--- config.mk ---
export PLATFORM = sky130hd
export DESIGN_NAME = set_bit_scanner
export DESIGN_NICKNAME = d
export VERILOG_FILES = /design/src/rtl/set_bit_scanner.sv
export SDC_FILE = /design/constraint.sdc
export NUM_CORES = 1
export LEC_CHECK = 0
export ABC_CLOCK_PERIOD_IN_PS = 5100
export BUFFER_PORTS_ARGS = -buffer_cell sky130_fd_sc_hd__buf_2
export CAP_MARGIN = 20
export CORE_UTILIZATION = 40
export DETAILED_ROUTE_END_ITERATION = 10
export PLACE_DENSITY = 0.68
export SLEW_MARGIN = 20
export SYNTH_ARGS = -nofsm -noshare
export SYNTH_HDL_FRONTEND = slang
export SYNTH_SLANG_ARGS = --single-unit
--- constraint.sdc ---
create_clock -name clk_i -period 5.1 [get_ports clk_i]
set_input_delay 1.02 -clock clk_i [delete_from_list [all_inputs] [get_ports clk_i]]
set_output_delay 1.02 -clock clk_i [all_outputs]
set_load 0.05 [all_outputs]
--- src/rtl/set_bit_scanner.sv ---
// set_bit_scanner: loads a switch word and drains it one set bit per step,
// lowest bit first, presenting the isolated bit, its index and a running count.
//
// Ports:
//   clk_i     system clock, all state changes on the rising edge
//   rstn_i    asynchronous active-low reset
//   data_i    word to scan, sampled only when load_i is high
//   load_i    single-cycle pulse: load data_i (wins over step_i)
//   step_i    single-cycle pulse: consume the current lowest set bit
//   onehot_o  isolated lowest set bit of the remaining word (0 unless ACTIVE)
//   index_o   bit position of onehot_o (0 unless ACTIVE)
//   valid_o   high while ACTIVE
//   done_o    high while DONE (word fully drained)
//   count_o   number of bits consumed since the last load
module set_bit_scanner #(
    parameter int WIDTH = 10,
    parameter int IDX_W = 4,
    parameter int CNT_W = 4
) (
    input  logic             clk_i,
    input  logic             rstn_i,
    input  logic [WIDTH-1:0] data_i,
    input  logic             load_i,
    input  logic             step_i,
    output logic [WIDTH-1:0] onehot_o,
    output logic [IDX_W-1:0] index_o,
    output logic             valid_o,
    output logic             done_o,
    output logic [CNT_W-1:0] count_o
);

    typedef enum logic [1:0] {
        S_IDLE   = 2'd0,
        S_ACTIVE = 2'd1,
        S_DONE   = 2'd2
    } state_e;

    state_e           state_q;
    state_e           state_d;
    logic [WIDTH-1:0] rem_q;
    logic [WIDTH-1:0] rem_d;
    logic [CNT_W-1:0] cnt_q;
    logic [CNT_W-1:0] cnt_d;

    logic [WIDTH-1:0] rem_neg;
    logic [WIDTH-1:0] lowest;
    logic [WIDTH-1:0] rem_clr;
    logic [IDX_W-1:0] lowest_idx;
    logic             active;

    // Two's-complement negate: AND with the original leaves only the
    // lowest set bit. rem & (rem - 1) is the same word with that bit cleared.
    assign rem_neg = ~rem_q + {{(WIDTH-1){1'b0}}, 1'b1};
    assign lowest  = rem_q & rem_neg;
    assign rem_clr = rem_q & (rem_q - {{(WIDTH-1){1'b0}}, 1'b1});

    // lowest is one-hot (or zero), so OR-ing the indices of set bits
    // yields the position without needing priority ordering.
    always_comb begin
        lowest_idx = '0;
        for (int i = 0; i < WIDTH; i++) begin
            if (lowest[i]) begin
                lowest_idx = lowest_idx | IDX_W'(i);
            end
        end
    end

    always_ff @(posedge clk_i or negedge rstn_i) begin
        if (!rstn_i) begin
            state_q <= S_IDLE;
            rem_q   <= '0;
            cnt_q   <= '0;
        end else begin
            state_q <= state_d;
            rem_q   <= rem_d;
            cnt_q   <= cnt_d;
        end
    end

    always_comb begin
        state_d = state_q;
        rem_d   = rem_q;
        cnt_d   = cnt_q;
        if (load_i) begin
            rem_d   = data_i;
            cnt_d   = '0;
            state_d = (data_i != '0) ? S_ACTIVE : S_DONE;
        end else begin
            unique case (state_q)
                S_ACTIVE: begin
                    if (step_i) begin
                        rem_d   = rem_clr;
                        cnt_d   = cnt_q + CNT_W'(1);
                        state_d = (rem_clr == '0) ? S_DONE : S_ACTIVE;
                    end
                end
                S_IDLE, S_DONE: begin
                    state_d = state_q;
                end
                default: begin
                    state_d = S_IDLE;
                end
            endcase
        end
    end

    assign active   = (state_q == S_ACTIVE);
    assign onehot_o = active ? lowest : '0;
    assign index_o  = active ? lowest_idx : '0;
    assign valid_o  = active;
    assign done_o   = (state_q == S_DONE);
    assign count_o  = cnt_q;

endmodule

==> impl_metrics.py <==
metrics = {
    "timing": {
        "tightest_slew_ps": 497,
        "relSlewSlack_pct": 66.8,
        "setup_viol": 0,
        "slew_violations": 0,
        "rsz0062_at_grt": "false",
        "fin_worst_skew_ps": 5.81,
        "holdWs_ps": 553,
        "tns_ps": 0,
        "fin_crit_ps": 3210,
        "fmax_ghz": 0.311,
        "finalCritPeriodShare_pct": 63.0,
        "finalHoldViolCount": 0,
        "setup_slack_ps": 1890,
    },
    "clock_network": {
        "root_buffer": "clkbuf_4",
        "cts_resized": 0,
        "post_cts_buffers": 0,
        "clk_latency_ps": 280,
        "cts.path.max_buffers": 2,
        "ctsHoldBuffers": 0,
        "cts_tree": "done",
        "clk_pin_slew_ps": 100,
        "cts_max_level": 1,
        "clock_sinks": 16,
        "numCtsBuffers": 3,
    },
    "die": {
        "die_area_sq_um": 2850,
        "ioPinCount": 34,
        "rows": 18,
        "core_sq_um": 2480,
        "initial_core_util_pct": 42.7,
        "dieHeight_um": 53.4,
        "dieWidth_um": 53.4,
    },
    "setup_path": {
        "path_class": "reg2out",
        "startpoint_type": "register",
        "reg2reg_to": "state_q[0]$_DFFE_PN0P_",
        "cp-end-kind": "primary output",
        "arrival_ps": 2190,
        "reg2reg_depth": 5,
        "r2r_setup_slack_ps": 2880,
        "timing.rr.start": "rem_q[1]$_DFFE_PN0P_",
        "critPathRequiredTime_ps": 4080,
        "path_max_fanout": 12,
    },
    "power_and_ir_drop": {
        "fin_total_pwr_mw": 0.349,
        "powerDensity_nw_per_um2": 282,
        "power_leakage_nw": 0.574,
        "ir_drop_uv": 163,
    },
    "logic_synthesis": {
        "synth.distinct_cells": 36,
        "ys_seq_area_share_pct": 37.9,
        "synthFlopType": "dfrtp_1",
        "syn_area_sq_um": 1060,
        "synthArstFlopShare_pct": 100,
        "avgSynthCellArea_sq_um": 8.26,
        "synth-seq-cells": 16,
        "syn_nets": 143,
        "ys_warn_count": 0,
        "synth_cells": 128,
        "synth_enable_flop_cells": 0,
    },
    "finish": {
        "num-nets-final": 169,
        "multi_input_area_sq_um": 589,
        "area_delta_synth_final_pct": 16.9,
        "fillerInstances": 261,
        "regArea_sq_um": 400,
        "layout-drive-gt1-share_pct": 28.1,
        "layout_common_cells": "buf_2, nand2_1, o21ai_0, dfrtp_1, nor2_1",
        "final_common_cell": "buf_2",
        "antenna_cells": 0,
        "fin_cells": 183,
    },
    "routing": {
        "routed_via_density": 5.52,
        "drt_iter0_drc": 19,
        "post_drt_wl_per_cell_um": 12.9,
        "wl_um": 2360,
        "num_vias": 1010,
        "ant_nets": 0,
        "drt_drc_violations_left": 0,
        "first_pass_iters": 4,
    },
    "placement": {
        "gp_congestion": 0.768,
        "numPortBuffers": 33,
        "dp_hpwl_um": 1790,
        "place_ws_ps": 2220,
        "dpl.cell_count": 179,
    },
    "worst_hold_path": {
        "hold_end": "count_o[3]$_DFFE_PN0P_",
        "hold_path_class": "reg2reg",
        "hold_path.startpoint": "count_o[3]$_DFFE_PN0P_",
        "hold_path_depth": 2,
    },
    "global_routing": {
        "grt_pass1_wl_um": 3960,
        "grt_antenna_before_repair": 0,
        "grt_max_degree": 30,
        "grt_pass1_vias": 880,
        "overflow": 0,
        "grtUsageTotal_pct": 19.5,
    },
    "outcome": {
        "outcome": "finished clean",
    },
    "job": {
        "drv.max_cap_violation_count": 0,
    },
}
-- report_power, final --
part / switching [mW] / total [mW] / internal [mW]
Combinational: 0.0778 / 0.111 / 0.0329
Clock: 0.0386 / 0.0819 / 0.0434
Sequential: 0.0196 / 0.156 / 0.137
Total: 0.136 / 0.349 / 0.213
-- metal layers --
layer,vias up,track usage (%),routed length [um]
li1,516,-,-
met1,467,25.6,1110
met2,25,31.7,1100
met3,2,2.01,112
met4,0,9.21,26
met5,-,0,0
-- Yosys cell counts (3+ instances only) --
cell       n  area (sq um)
nand2_1   18          67.6
dfrtp_1   16           400
o21ai_0   16          80.1
nor2_1    10          37.5
clkbuf_1   9          33.8
a21oi_1    4          20.0
nand3_1    4          20.0
nor3_1     4          20.0
and3_1     3          18.8
nand2b_1   3          18.8
nor3b_1    3          22.5
nor4_1     3          18.8
o41ai_1    3          26.3
or3_1      3          18.8
-- worst max-delay path, cell delays in order (launching register included) --
cell	delay, ps
dfrtp_1	490
or4_4	620
nor2_1	200
nand2_1	100
nor3b_1	210
buf_2	290
-- area by class of cell --
cell class              instances  share of cell area [%]
clock buffers                   4                    2.94
inverters                       2                   0.607
multi-input cells              98                    47.7
flip-flops and latches         16                    32.4
well taps                      30                    3.04
repair buffers                 33                    13.4
-- how the worst max path moves through the flow --
stage                               from     endpoint  slack (ps)  cells after the start
finish              rem_q[1]$_DFFE_PN0P_  onehot_o[9]        1890                      5
global route        rem_q[1]$_DFFE_PN0P_  onehot_o[9]        1720                      5
CTS                 rem_q[1]$_DFFE_PN0P_  onehot_o[9]        1890                      5
detailed placement  rem_q[1]$_DFFE_PN0P_  onehot_o[9]        2220                      5
global placement    rem_q[1]$_DFFE_PN0P_  onehot_o[9]        2280                      5
floorplan           rem_q[4]$_DFFE_PN0P_   index_o[1]         840                      4
-- metrics by stage --
| stage | area, sq um | util (%) |
|---|---|---|
| CTS | 1240 | 49.9 |
| floorplan | 1060 | - |
| detailed placement | 1200 | 48.4 |
| global route | 1240 | 49.9 |
| finish | 1240 | 49.9 |
| global placement | 1200 | 48.4 |
-- registers in the layout, summed over array words and instances, names as in the netlist --
signal	flops
count_o	4
rem_q	10
state_q	2
-- cell families (layout without fill, tap and decap cells) --
| kind of cell | after synthesis | after routing | synth area share [%] |
|---|---|---|---|
| adders and majority gates | 2 | 2 | 2.13 |
| DFF | 16 | 16 | 37.9 |
| xor gates and xnor gates | 2 | 2 | 1.66 |
| AOI/OAI and AO/OA | 35 | 35 | 22.6 |
| and+or+nand+nor | 59 | 59 | 29.4 |
| buffers and inverters | 14 | 39 | 6.39 |
(Power assumes the default switching activity.)
